--- src/rtl/fccc_pll_sequencer.sv ---
// Power-up, reset and lock-supervision sequencer for a fabric CCC PLL.
// Runs from the free-running RC-oscillator clock. Drives PLL powerdown and
// async reset, qualifies LOCK through a 2-flop synchronizer, holds the fabric
// reset until lock has been stable, and handles Flash*Freeze drain/ack with
// bounded relock retries.
module fccc_pll_sequencer #(
  parameter int unsigned PWRUP_CYCLES       = 16,
  parameter int unsigned LOCK_TIMEOUT       = 4096,
  parameter int unsigned LOCK_STABLE_CYCLES = 256,
  parameter int unsigned MAX_RETRIES        = 3,
  parameter int unsigned DRAIN_CYCLES       = 8,
  parameter int unsigned CNT_W              = 16
) (
  input  logic       CLK,
  input  logic       RESET,
  input  logic       ENABLE,
  input  logic       LOCK,
  input  logic       FREEZE_REQ,
  output logic       PLL_POWERDOWN_N,
  output logic       PLL_ARST_N,
  output logic       FABRIC_RESET_N,
  output logic       PLL_READY,
  output logic       FREEZE_ACK,
  output logic       FAULT,
  output logic [7:0] LOCK_LOST_CNT,
  output logic [2:0] STATE
);

  // State encodings are visible on STATE, so they are fixed values.
  localparam logic [2:0] S_OFF       = 3'd0;
  localparam logic [2:0] S_PWRUP     = 3'd1;
  localparam logic [2:0] S_WAIT_LOCK = 3'd2;
  localparam logic [2:0] S_STABLE    = 3'd3;
  localparam logic [2:0] S_RUN       = 3'd4;
  localparam logic [2:0] S_DRAIN     = 3'd5;
  localparam logic [2:0] S_FROZEN    = 3'd6;
  localparam logic [2:0] S_FAULT     = 3'd7;

  // Terminal values of the dwell and timeout counters (last cycle of a window).
  localparam logic [CNT_W-1:0] PWRUP_LAST   = CNT_W'(PWRUP_CYCLES - 1);
  localparam logic [CNT_W-1:0] STABLE_LAST  = CNT_W'(LOCK_STABLE_CYCLES - 1);
  localparam logic [CNT_W-1:0] DRAIN_LAST   = CNT_W'(DRAIN_CYCLES - 1);
  localparam logic [CNT_W-1:0] TIMEOUT_LAST = CNT_W'(LOCK_TIMEOUT - 1);
  localparam logic [4:0]       RETRY_LIMIT  = 5'(MAX_RETRIES);

  // LOCK synchronizer
  logic             lock_meta_q;
  logic             lock_s_q;

  // Sequencer state and counters
  logic [2:0]       state_q, state_d;
  logic [CNT_W-1:0] dwell_q, dwell_d;
  logic [CNT_W-1:0] tmo_q, tmo_d;
  logic [3:0]       retry_q, retry_d;
  logic [7:0]       lost_q, lost_d;

  // Registered outputs
  logic             pd_n_q, pd_n_d;
  logic             arst_n_q, arst_n_d;
  logic             fab_rst_n_q, fab_rst_n_d;
  logic             ready_q, ready_d;
  logic             ack_q, ack_d;
  logic             fault_q, fault_d;

  // Helper decodes
  logic             in_lock_window_q;
  logic             in_lock_window_d;
  logic             tmo_hit;
  logic             dwell_timed;
  logic [3:0]       retry_inc;
  logic             retry_exhausted;

  assign in_lock_window_q = (state_q == S_WAIT_LOCK) || (state_q == S_STABLE);
  assign in_lock_window_d = (state_d == S_WAIT_LOCK) || (state_d == S_STABLE);
  assign tmo_hit          = in_lock_window_q && (tmo_q == TIMEOUT_LAST);
  assign dwell_timed      = (state_q == S_PWRUP) || (state_q == S_STABLE) ||
                            (state_q == S_DRAIN);
  assign retry_inc        = retry_q + 4'd1;
  assign retry_exhausted  = ({1'b0, retry_q} + 5'd1) >= RETRY_LIMIT;

  // Two-flop synchronizer for the asynchronous PLL LOCK
  always_ff @(posedge CLK) begin
    if (RESET) begin
      lock_meta_q <= 1'b0;
      lock_s_q    <= 1'b0;
    end else begin
      lock_meta_q <= LOCK;
      lock_s_q    <= lock_meta_q;
    end
  end

  // Next-state logic: ENABLE low first, then FREEZE_REQ, then timers/lock.
  // Within WAIT_LOCK/STABLE, reaching the next lock milestone wins over an
  // expiring timeout on the same cycle; the timeout wins over falling back
  // from STABLE to WAIT_LOCK.
  always_comb begin
    state_d = state_q;
    retry_d = retry_q;
    lost_d  = lost_q;

    if (!ENABLE && (state_q != S_FAULT)) begin
      state_d = S_OFF;
    end else if (FREEZE_REQ && ((state_q == S_PWRUP) || (state_q == S_WAIT_LOCK) ||
                                (state_q == S_STABLE))) begin
      state_d = S_FROZEN;
    end else if (FREEZE_REQ && (state_q == S_RUN)) begin
      state_d = S_DRAIN;
    end else begin
      case (state_q)
        S_OFF: begin
          state_d = FREEZE_REQ ? S_FROZEN : S_PWRUP;
        end
        S_PWRUP: begin
          if (dwell_q == PWRUP_LAST) state_d = S_WAIT_LOCK;
        end
        S_WAIT_LOCK: begin
          if (lock_s_q) begin
            state_d = S_STABLE;
          end else if (tmo_hit) begin
            retry_d = retry_inc;
            state_d = retry_exhausted ? S_FAULT : S_PWRUP;
          end
        end
        S_STABLE: begin
          if (lock_s_q && (dwell_q == STABLE_LAST)) begin
            state_d = S_RUN;
          end else if (tmo_hit) begin
            retry_d = retry_inc;
            state_d = retry_exhausted ? S_FAULT : S_PWRUP;
          end else if (!lock_s_q) begin
            state_d = S_WAIT_LOCK;
          end
        end
        S_RUN: begin
          if (!lock_s_q) begin
            state_d = S_PWRUP;
            if (lost_q != 8'hFF) lost_d = lost_q + 8'd1;
          end
        end
        S_DRAIN: begin
          if (dwell_q == DRAIN_LAST) state_d = S_FROZEN;
        end
        S_FROZEN: begin
          // ENABLE is known high here; ENABLE low was handled above.
          if (!FREEZE_REQ) state_d = S_PWRUP;
        end
        S_FAULT: begin
          if (!ENABLE) state_d = S_OFF;
        end
        default: begin
          state_d = S_OFF;
        end
      endcase
    end

    // Retry budget is refilled in OFF and on reaching RUN.
    if ((state_d == S_OFF) || (state_d == S_RUN)) retry_d = '0;
  end

  // Counter next values: dwell restarts on every state change; the timeout
  // counter spans WAIT_LOCK and STABLE together and restarts only when the
  // lock window is (re)entered from outside it.
  always_comb begin
    dwell_d = '0;
    tmo_d   = '0;
    if ((state_d == state_q) && dwell_timed) dwell_d = dwell_q + 1'b1;
    if (in_lock_window_d && in_lock_window_q) tmo_d = tmo_q + 1'b1;
  end

  // Output decode from the next state so outputs change on the entering edge
  always_comb begin
    pd_n_d      = 1'b0;
    arst_n_d    = 1'b0;
    fab_rst_n_d = 1'b0;
    ready_d     = 1'b0;
    ack_d       = 1'b0;
    fault_d     = 1'b0;
    case (state_d)
      S_PWRUP: begin
        pd_n_d = 1'b1;
      end
      S_WAIT_LOCK, S_STABLE, S_DRAIN: begin
        pd_n_d   = 1'b1;
        arst_n_d = 1'b1;
      end
      S_RUN: begin
        pd_n_d      = 1'b1;
        arst_n_d    = 1'b1;
        fab_rst_n_d = 1'b1;
        ready_d     = 1'b1;
      end
      S_FROZEN: begin
        ack_d = 1'b1;
      end
      S_FAULT: begin
        fault_d = 1'b1;
      end
      default: begin
        pd_n_d = 1'b0;
      end
    endcase
  end

  // State, counters and registered outputs
  always_ff @(posedge CLK) begin
    if (RESET) begin
      state_q     <= S_OFF;
      dwell_q     <= '0;
      tmo_q       <= '0;
      retry_q     <= '0;
      lost_q      <= '0;
      pd_n_q      <= 1'b0;
      arst_n_q    <= 1'b0;
      fab_rst_n_q <= 1'b0;
      ready_q     <= 1'b0;
      ack_q       <= 1'b0;
      fault_q     <= 1'b0;
    end else begin
      state_q     <= state_d;
      dwell_q     <= dwell_d;
      tmo_q       <= tmo_d;
      retry_q     <= retry_d;
      lost_q      <= lost_d;
      pd_n_q      <= pd_n_d;
      arst_n_q    <= arst_n_d;
      fab_rst_n_q <= fab_rst_n_d;
      ready_q     <= ready_d;
      ack_q       <= ack_d;
      fault_q     <= fault_d;
    end
  end

  assign PLL_POWERDOWN_N = pd_n_q;
  assign PLL_ARST_N      = arst_n_q;
  assign FABRIC_RESET_N  = fab_rst_n_q;
  assign PLL_READY       = ready_q;
  assign FREEZE_ACK      = ack_q;
  assign FAULT           = fault_q;
  assign LOCK_LOST_CNT   = lost_q;
  assign STATE           = state_q;

endmodule

--- config.mk ---
export PLATFORM = sky130hd
export DESIGN_NAME = fccc_pll_sequencer
export DESIGN_NICKNAME = d
export VERILOG_FILES = /design/src/rtl/fccc_pll_sequencer.sv
export SDC_FILE = /design/constraint.sdc
export NUM_CORES = 1
export LEC_CHECK = 0
export ABC_AREA = 1
export CAP_MARGIN = 40
export CELL_PAD_IN_SITES_DETAIL_PLACEMENT = 1
export CELL_PAD_IN_SITES_GLOBAL_PLACEMENT = 2
export CORE_AREA = 4 4 87 109
export DETAILED_ROUTE_END_ITERATION = 10
export DIE_AREA = 0 0 91 113
export GPL_TIMING_DRIVEN = 0
export HOLD_SLACK_MARGIN = 0.02
export PLACE_DENSITY = 0.84
export RECOVER_POWER = 50
export SKIP_LAST_GASP = 1
export SYNTH_ARGS = -nofsm -noshare
export SYNTH_HDL_FRONTEND = slang
export SYNTH_SLANG_ARGS = --single-unit
--- constraint.sdc ---
create_clock -name CLK -period 2.2 [get_ports CLK]
set_input_delay 0.44 -clock CLK [delete_from_list [all_inputs] [get_ports CLK]]
set_output_delay 0.44 -clock CLK [all_outputs]
set_load 0.02 [all_outputs]
Yosys cells after proc, flatten, opt, wreduce, memory -nomap -nowiden
Index checks and enable logic that the tools add are counted.
Operators by class
  bitwise logic cells: 6
  muxes and demuxes: 25
  reductions and logical operators: 25
  order comparisons: 1
  $add $sub $neg: 5
  equal/unequal tests: 23
Operators by type and width (number)
  $mux 3: 15
  $add 16x1->16 const B: 2
  $eq 3x3->1 const B: 8
  $pmux 3 s8: 1
  $eq 16x12->1 const B: 1
  $eq 16x3->1 const B: 1
  $eq 16x4->1 const B: 1
  $eq 16x8->1 const B: 1
  $eq 3x2->1 const B: 4
  $mux 4: 3
  $reduce_and 6->1: 2
  $add 8x1->8 const B: 1
  $ne 8x8->1 const B: 1
  $pmux 4 s2: 1
  $logic_and 1x1->1: 7
  $logic_or 1x1->1: 7
  $eq 3x1->1 const B: 2
  $logic_not 3->1: 2
  $not 1->1: 6
  $reduce_or 2->1: 3
  $add 4x1->5 const B: 1
  $ge 5x2->1 const B: 1
  $mux 1: 5
  $reduce_or 5->1: 1
  7 further kinds: 8
Storage, ports and cells
  input bits: 5
  word-level logic and storage cells: 97
  register bits after elaboration: 54
  output and inout port bits: 17

Longest topological paths before layout
  word-level depth: 14
  mapped depth: 15

Worst setup path before layout
No wires, ideal clock.
  path type: flip-flop to flip-flop
  from: register state_q[0], in the netlist STATE[0]
  to: register lost_q[7], in the netlist LOCK_LOST_CNT[7]
  cell stages (with the launch flop): 13
  arrival time: 1904 ps
  library setup time: 117 ps
  required time: 2083 ps
  slack: 180 ps
  path through: dfxtp_1 > buf_2 > nand3_1 > nand2_1 > inv_1 > nor3_1 > nand2_1 > nor3_1 > nand2_1 > nor2_1 > nand3_1 > nand2_1 > a21oi_1
Between the ends
  cells in the longest elaborated chain, start to end: 6
  elaborated cells on any way between the ends: 14
Ends and longest elaborated chain
  start, declared: RTL line 51  | logic [2:0] state_q, state_d;
  start signal, assigned: RTL line 219  | state_q <= state_d;
  $eq 3x1->1 or $eq 3x2->1 (tied branches): RTL line 103  | end else if (FREEZE_REQ && ((state_q == S_PWRUP) || (state_q == S_WAIT_LOCK) ||
  $logic_or 1x1->1 (2 in series): RTL line 103
  $logic_and 1x1->1: RTL line 103
  $not 1->1 (no line)
  $reduce_and 6->1 (no line) (*)
  end signal, assigned: RTL line 223  | lost_q <= lost_d;
  end, declared: RTL line 55  | logic [7:0] lost_q, lost_d;
Mark *: on every way between the ends. The rest lies on a longest branch, timed or not.
A chain may end at the register's enable or synchronous reset.

Worst setup path after layout
  from: register retry_q[0]
  to: register dwell_q[3]
Between the ends
  cells in the longest elaborated chain, start to end: 13
  elaborated cells on any way between the ends: 15
Ends and longest elaborated chain
  start, declared: RTL line 54  | logic [3:0] retry_q, retry_d;
  start signal, assigned: RTL line 222  | retry_q <= retry_d;
  $add 4x1->5 (*): RTL line 79  | assign retry_exhausted = ({1'b0, retry_q} + 5'd1) >= RETRY_LIMIT;
  $ge 5x2->1 (*): RTL line 79
  $mux 3 (*): RTL line 121, 129
  $mux 3 (on tied branches): RTL line 127, 119
  $mux 3 (on tied branches): RTL line 125, 117
  $pmux 3 s8 (*): RTL line 109  | case (state_q)
  $mux 3 (*): RTL line 106  | end else if (FREEZE_REQ && (state_q == S_RUN)) begin
  $mux 3 (*): RTL line 103
  $mux 3 (*): RTL line 101  | if (!ENABLE && (state_q != S_FAULT)) begin
  $eq 3x3->1 (*): RTL line 166  | if ((state_d == state_q) && dwell_timed) dwell_d = dwell_q + 1'b1;
  $logic_and 1x1->1 (*): RTL line 166
  $not 1->1 (no line) (*)
  $reduce_or 2->1 (no line) (*)
  end signal, assigned: RTL line 220  | dwell_q <= dwell_d;
  end, declared: RTL line 52  | logic [CNT_W-1:0] dwell_q, dwell_d;
Marks and branches as above.

==> qor.txt <==
================================================================================
Final HPWL DP                                                            4670 um
Most common library cell in the layout ignoring fill and taps       sky130_fd_sc_hd__nor2_1
Unrepaired setup endpoints after global routing                              yes
Crit path buffers/inverters                                                    3
Die outline area                                                    0.0103 sq mm
Setup violators final                                                          0
Total cell area at the placement stage                              0.00304 sq mm
Register bit count reported by yosys                                          54
Final period util                                                          0.925
Number of remaining DRC errors                                                 0
# placed instances                                                           496
Total nets after synthesis                                                   385
Final Net Count                                                              426
CTS Buf Count                                                                  5
Pwr Total                                                                2.08 mW
Setup tns final                                                             0 ps
Cell area power density                                              597 mW/mm^2
Num rows                                                                      38
Terminating pin of the worst hold path                                  lock_s_q
Biggest fanout along the worst timing path                                     7
Total count of hold-check failures in the final report                         0
Number of diodes added for antenna fixing                                      0
Share of cells above drive strength 1                                      0.194
Worst hold-check path type                                               reg2reg
Sequential-to-total area share from yosys stat                             0.399
Floorplan Core Area                                                 0.00856 sq mm
Via count                                                                  2,388
Launch point of the worst reg-to-reg path                             retry_q[0]
Reg2reg setup slack                                                       170 ps
Critical Path, Cell by Cell                                         inv_4, ha_4, inv_1, nand2_1, nand3b_1, nor2_1, nand2_1, nand3_1, nand4_2, nand2_4, xor2_2, nand3_4, clkbuf_16, nor2_2
Max-cap violations                                                             0
Run status                                                             completed
Die width                                                                  91 um
Distinct cell type count after synthesis                                      32
Family with the most delay on the worst path                        simple AND/OR/NAND/NOR gates
Area added between synthesis and finish                                    28.7%
Initial core utilization                                                   0.317
Worst path most repeated cell                                       sky130_fd_sc_hd__nand2_1
Average via count per standard cell                                         4.62
Leak Pwr                                                                 1.32 nW
Final critical delay including setup and external delays                 2030 ps
First-pass GRT wire length                                             11,100 um
Sink Count                                                                    54
Most frequent cells in the layout                                   70 x sky130_fd_sc_hd__nor2_1, 56 x sky130_fd_sc_hd__nand2_1, 49 x sky130_fd_sc_hd__dfxtp_1
Total routing usage reported by global routing                             0.130
Final design instance area without fill                             0.00349 sq mm
Cells after synthesis                                                        375
Count of TritonRoute iterations in the first routing pass                      4
Number of standard cells in the layout, taps in and fillers out              517
Clock insertion delay at the later pin of the skew report                 310 ps
Pin count of the biggest net entering global routing                          17
Startpoint type of the worst setup path                                     flop
Count of nets left with antenna violations after detail routing                0
Die height                                                                113 um
CTS clk-pin slew, worst paths                                              90 ps
Destination of the worst register-to-register timing path             dwell_q[3]
Clock root cell                                                     sky130_fd_sc_hd__clkbuf_8
DRC marker count from the first detailed-route iteration                      40
Final estimated routing congestion in global placement                     0.810
Worst slack on hold paths                                                 417 ps
Number of antenna violations at the first check in global routing              0
Detailed Route WL                                                        6220 um
Max Slew Vio Count                                                             0
Cell depth of the worst hold path                                              2
Global route total overflow                                                    0
Post-synth design cell area                                         0.00271 sq mm
Fmax                                                                     491 MHz
Actual slew at the worst max-slew pin                                     458 ps
Relative slew slack                                                        0.695
Port-buffer cells                                                             21
Arrival time at the worst endpoint                                       2290 ps
Critical-path top delay cell                                        sky130_fd_sc_hd__dfxtp_4
CTS tree                                                                   built
Worst Hold Launch                                                    lock_meta_q
Max IR drop VDD                                                         0.340 mV
Setup clock skew after layout                                            9.11 ps
Routed wire per std cell                                                 12.0 um
Average cell area after synthesis                                     7.22 sq um
Worst endpoint required time                                             2450 ps
Category of the most critical setup path                                 reg2reg
Kind of capture point of the worst setup path                               flop
Number of primary I/O pins                                                    22
R2r worst-path depth                                                          14
H-tree level count                                                             2
Vias in the first global route                                             2,491
Syn. warnings                                                                  0
Worst-case clock buffer depth                                                  2
Max incr delay on CP                                                      380 ps
================================================================================
-- routing by layer --
layer,wire length [um],vias up,GRT usage
li1,-,1247,-
met1,2820,1116,0.148
met2,3180,19,0.240
met3,131,6,0.0246
met4,87,0,0.0473
met5,0,-,0
-- Yosys cell counts --
library cell,instances,share of area
sky130_fd_sc_hd__a211oi_1,1,0.0028
sky130_fd_sc_hd__and3_1,1,0.0023
sky130_fd_sc_hd__inv_1,45,0.062
sky130_fd_sc_hd__dfxtp_1,54,0.40
sky130_fd_sc_hd__o21ai_0,4,0.0074
sky130_fd_sc_hd__nand4_1,9,0.021
sky130_fd_sc_hd__o21ai_1,1,0.0018
sky130_fd_sc_hd__nand2_1,61,0.085
sky130_fd_sc_hd__buf_2,2,0.0037
sky130_fd_sc_hd__ha_1,5,0.023
sky130_fd_sc_hd__nor3_1,9,0.017
sky130_fd_sc_hd__xnor2_1,15,0.049
sky130_fd_sc_hd__o21ai_2,1,0.0032
sky130_fd_sc_hd__inv_2,6,0.0083
sky130_fd_sc_hd__nand4_2,2,0.0092
sky130_fd_sc_hd__and2_1,1,0.0023
sky130_fd_sc_hd__nor2_2,12,0.028
sky130_fd_sc_hd__buf_6,1,0.0042
sky130_fd_sc_hd__nand2_4,2,0.0083
sky130_fd_sc_hd__xor2_1,16,0.052
sky130_fd_sc_hd__nor4_1,1,0.0023
sky130_fd_sc_hd__o21a_1,1,0.0028
sky130_fd_sc_hd__nor3_2,1,0.0037
sky130_fd_sc_hd__buf_4,2,0.0055
sky130_fd_sc_hd__clkbuf_1,1,0.0014
sky130_fd_sc_hd__nand3_2,2,0.0074
sky130_fd_sc_hd__nor2_1,76,0.11
sky130_fd_sc_hd__a21oi_1,11,0.020
sky130_fd_sc_hd__nand3b_1,2,0.0055
sky130_fd_sc_hd__nor3b_1,2,0.0055
sky130_fd_sc_hd__nand2_2,1,0.0023
sky130_fd_sc_hd__nand3_1,27,0.050
-- cell families (layout without fill, tap and decap cells) --
kind of cell | Yosys count | after routing | share of synthesized area
flops | 54 | 54 | 0.399
fa+ha+maj | 5 | 5 | 0.0231
xor+xnor | 31 | 31 | 0.100
buf+inv | 57 | 99 | 0.0854
compound gates | 19 | 19 | 0.0383
simple gates | 209 | 209 | 0.354
-- stage by stage --
stage | utilization | setup WS [ps]
global placement | 0.356 | -311
floorplan | - | 180
detailed placement | 0.356 | -395
finish | 0.407 | 165
global route | 0.407 | -49.3
CTS | 0.378 | 4.86
-- registers in the layout, indices dropped and copies added (netlist names) --
name,cells
dwell_q,16
tmo_q,16
LOCK_LOST_CNT,8
retry_q,4
STATE,3
FAULT,1
FREEZE_ACK,1
PLL_ARST_N,1
PLL_POWERDOWN_N,1
PLL_READY,1
lock_meta_q,1
lock_s_q,1
-- how the worst max path moves through the flow --
stage | from | endpoint | slack, ps | cells after the start
2_1_floorplan | STATE[0] | LOCK_LOST_CNT[7] | 180 | 12
6_report | retry_q[0] | dwell_q[3] | 170 | 14
4_1_cts | tmo_q[0] | dwell_q[11] | 5 | 14
3_5_place_dp | ENABLE | LOCK_LOST_CNT[7] | -390 | 12
3_3_place_gp | ENABLE | LOCK_LOST_CNT[7] | -310 | 12
5_1_grt | STATE[1] | dwell_q[0] | -50 | 14
-- layout make-up --
cell class	instances	area, sq um
fillers	1091	5070
multi-input cells	264	1550
flip-flops and latches	54	1090
repair buffers	34	329
inverters	51	196
well taps	100	125
clock buffers	6	82.6
clock inverters	2	60.1
plain buffers	6	56.3
-- where the power goes --
part	leakage, nW	switching [mW]	internal [mW]
Combinational	0.805	0.155	0.108
Sequential	0.439	0.0125	0.993
Clock	0.0714	0.328	0.485
-- tightest hold or removal path, delay by kind of cell, from the launching register on --
family / cells / cell delay [ps]
buffers and inverters: 1 / 40
flip-flops: 1 / 310
AND/OR/NAND/NOR: 1 / 30
-- repair_timing --
action,4_1_cts,5_1_grt
setup buffers,2,10
gates cloned,0,1
resized for setup,9,37
hold buffers,0,0
pin swaps,1,8
endpoints found under the hold margin,0,0
setup endpoints to repair,33,42
No activity file was read; power rests on OpenSTA's default activity.
==> patch 1, RTL diff (config.mk and constraints unchanged) <==
Change the parameter `CNT_W` from 16 to 32.
--- a/src/rtl/fccc_pll_sequencer.sv
+++ b/src/rtl/fccc_pll_sequencer.sv
@@ -11,3 +11,3 @@
   parameter int unsigned DRAIN_CYCLES       = 8,
-  parameter int unsigned CNT_W              = 16
+  parameter int unsigned CNT_W              = 32
 ) (
Behaviour: same outputs for any inputs over 10 cycles, from zero or initial values and one cycle with RESET high; that may be too few to reach the edited logic, so the function may still have changed.
==> patch 1 against the unedited design <==
- the run now fails in global placement without I/O
- synthesized area increased by 75%
==> patch 1: results (changes against the unedited design) <==
[metrics] terminating stage of the flow: global placement without I/O
[metrics] site row count: 38 (unchanged)
[metrics] syn nets: 650 (was 385)
[metrics] Synth top cells by count: nor2_1 (117), nand2_1 (96), inv_1 (87) (was nor2_1 (76), nand2_1 (61), dfxtp_1 (54))
[metrics] flops & latches, synth: 86 (was 54)
[metrics] First Error: [ERROR GPL-0301] Utilization 104.997 % exceeds 100%.
[metrics] number of distinct library cell variants in the gate-level netlist after synthesis: 36 (was 32)
[metrics] primary flip-flop cell chosen by synthesis mapping: dfxtp_1 (unchanged)
[metrics] count of yosys warnings during synthesis: 0 (unchanged)
[metrics] async set-or-reset flop fraction in the synthesized netlist: 0% (unchanged)
[metrics] number of standard cells after synthesis: 640 (was 375)
[metrics] sequential fraction of the synthesis area: 36.3% (was 39.9%)
[metrics] outcome: did not finish (was finished, final reports clean)
[metrics] ranking of synthesized cells by area: dfxtp_1 (36%), nor2_1 (9.3%), nand2_1 (7.6%) (was dfxtp_1 (40%), nor2_1 (11%), nand2_1 (8.5%))
[patch 1: changes by cell type after synthesis, moves of 9 or more]
| cell | delta |
|---|---|
| dfxtp_1 | +32 |
| inv_1 | +42 |
| nand2_1 | +35 |
| nand3_1 | +9 |
| nor2_1 | +41 |
| nor3_2 | +33 |
| xor2_1 | +25 |
[patch 1: logic make-up after synthesis]
logic type	after synthesis	share of synthesized area, %
xor gates and xnor gates	60	11.1
and+or+nand+nor	357	38.4
buffers and inverters	107	9.96
adders and majority gates	5	1.32
AOI/OAI and AO/OA	25	3.00
DFF	86	36.3
==> patch 2, RTL diff (same settings) <==
Made on the original files. Reset style: asynchronous (`RESET`), changed in 2 clocked blocks.
--- a/src/rtl/fccc_pll_sequencer.sv
+++ b/src/rtl/fccc_pll_sequencer.sv
@@ -81,3 +81,3 @@
   // Two-flop synchronizer for the asynchronous PLL LOCK
-  always_ff @(posedge CLK) begin
+  always_ff @(posedge CLK or posedge RESET) begin
     if (RESET) begin
@@ -204,3 +204,3 @@
   // State, counters and registered outputs
-  always_ff @(posedge CLK) begin
+  always_ff @(posedge CLK or posedge RESET) begin
     if (RESET) begin
Check against the original RTL: differs if RESET is asserted again (counterexample within 4 cycles, from zero or initial values and one cycle with RESET high); with RESET held inactive, the same outputs for 10 cycles.
==> patch 2 against the unedited design <==
- the run now ends with setup timing left
- worst setup slack worse by 0.26 ns
- final cell count is 1.9% higher
- utilization is 6.8 points higher
- worst hold slack worse by 0.052 ns
- non-clock buffer count is 12 higher
- sequential cell count stayed put
- synthesized area is 16% higher
- wire length is 21% higher
- cell area is 17% higher
- sequential share of layout area is 2.0 points higher
- critical path type unchanged
- largest cell class unchanged
Power is not compared: it rests on default switching activity, and its combinational part moved more than twofold at a synthesized area within 25%.
==> patch 2: results (changes against the unedited design) <==
[metrics] outcome: finished, violations left (was finished, final reports clean)
[metrics] violated checks: setup timing
[metrics] footprint of the flip-flops and latches: 1350 sq um (was 1090 sq um)
[metrics] buffering overhead: 13.1% (was 11.1%)
[metrics] Total GRT Usage: 15.8% (was 13.0%)
[metrics] proportion of layout cells with a drive suffix above 1: 29.5% (was 19.4%)
[metrics] average detailed-routed wire length per instance: 14.3 um (was 12.0 um)
[metrics] Global Route met3 Usage: 2.86% (was 2.46%)
[metrics] number of buffers outside the clock class in the layout: 52 (was 40)
[metrics] first-pass GRT wire length: 13400 um (was 11100 um)
[metrics] largest net degree at the start of global routing: 34 (was 17)
[metrics] post-synthesis xor/xnor area fraction: 7.52% (was 10.0%)
[metrics] number of global-route vias before repair: 2869 (was 2491)
[metrics] count of inverters not on the clock network in the layout: 46 (was 51)
[metrics] Clk pin slew, worst setup/hold paths: 0.11 ns (was 0.09 ns)
[metrics] compound-gate portion of the synthesized area: 3.90% (was 3.83%)
[metrics] met2 wire len: 4140 um (was 3180 um)
[metrics] instance area after placement: 3500 sq um (was 3040 sq um)
[metrics] number of distinct library cell variants in the gate-level netlist after synthesis: 38 (was 32)
[metrics] worst slew margin relative to its limit: 42.0% (was 69.5%)
[metrics] final-report setup violation count: 29 (was 0)
[metrics] total power of the final layout: 3450 uW
[metrics] post-layout worst setup margin: -0.0901 ns (was 0.165 ns)
[metrics] Iter 0 DRT Violations: 73 (was 40)
[metrics] buffers inserted during post-CTS setup optimization: 9 (was 2)
[metrics] number of gates resized after cts: 13 (was 9)
[metrics] routed length on met1: 3100 um (was 2820 um)
[metrics] Filler cells: 1013 (was 1091)
[metrics] clock skew: 0.0159 ns (was 0.00911 ns)
[metrics] Synth top cells by count: nand2_1 (68), nor2_1 (59), dfrtp_1 (54) (was nor2_1 (76), nand2_1 (61), dfxtp_1 (54))
[metrics] Clock-cell share: 2.34% (was 4.09%)
patch 2: worst paths after layout:
path,startpoint,to,cells after the start,slack [ns]
worst max register to register,retry_q[0]$_DFFE_PP0P_,dwell_q[9]$_DFF_PP0_,18,-0.09
min in group asynchronous,RESET,tmo_q[4]$_DFF_PP0_,2,0.73
worst min-delay path,lock_meta_q$_DFF_PP0_,lock_s_q$_DFF_PP0_,0,0.36
worst min register to register,lock_meta_q$_DFF_PP0_,lock_s_q$_DFF_PP0_,0,0.36
worst max-delay path,retry_q[0]$_DFFE_PP0P_,dwell_q[9]$_DFF_PP0_,18,-0.09
max in group asynchronous,RESET,retry_q[1]$_DFFE_PP0P_,3,0.38
patch 2: through the flow:
step / util [%] / setup TNS [ns] / worst slack (ns)
final: 47.6 / -1.78 / -0.0901
after CTS: 44.0 / -1.34 / -0.0751
after global placement: 40.7 / -41.75 / -0.652
after floorplan: - / 0 / 0.203
after detailed placement: 40.9 / -8.42 / -0.339
after global routing: 47.6 / -8.08 / -0.258
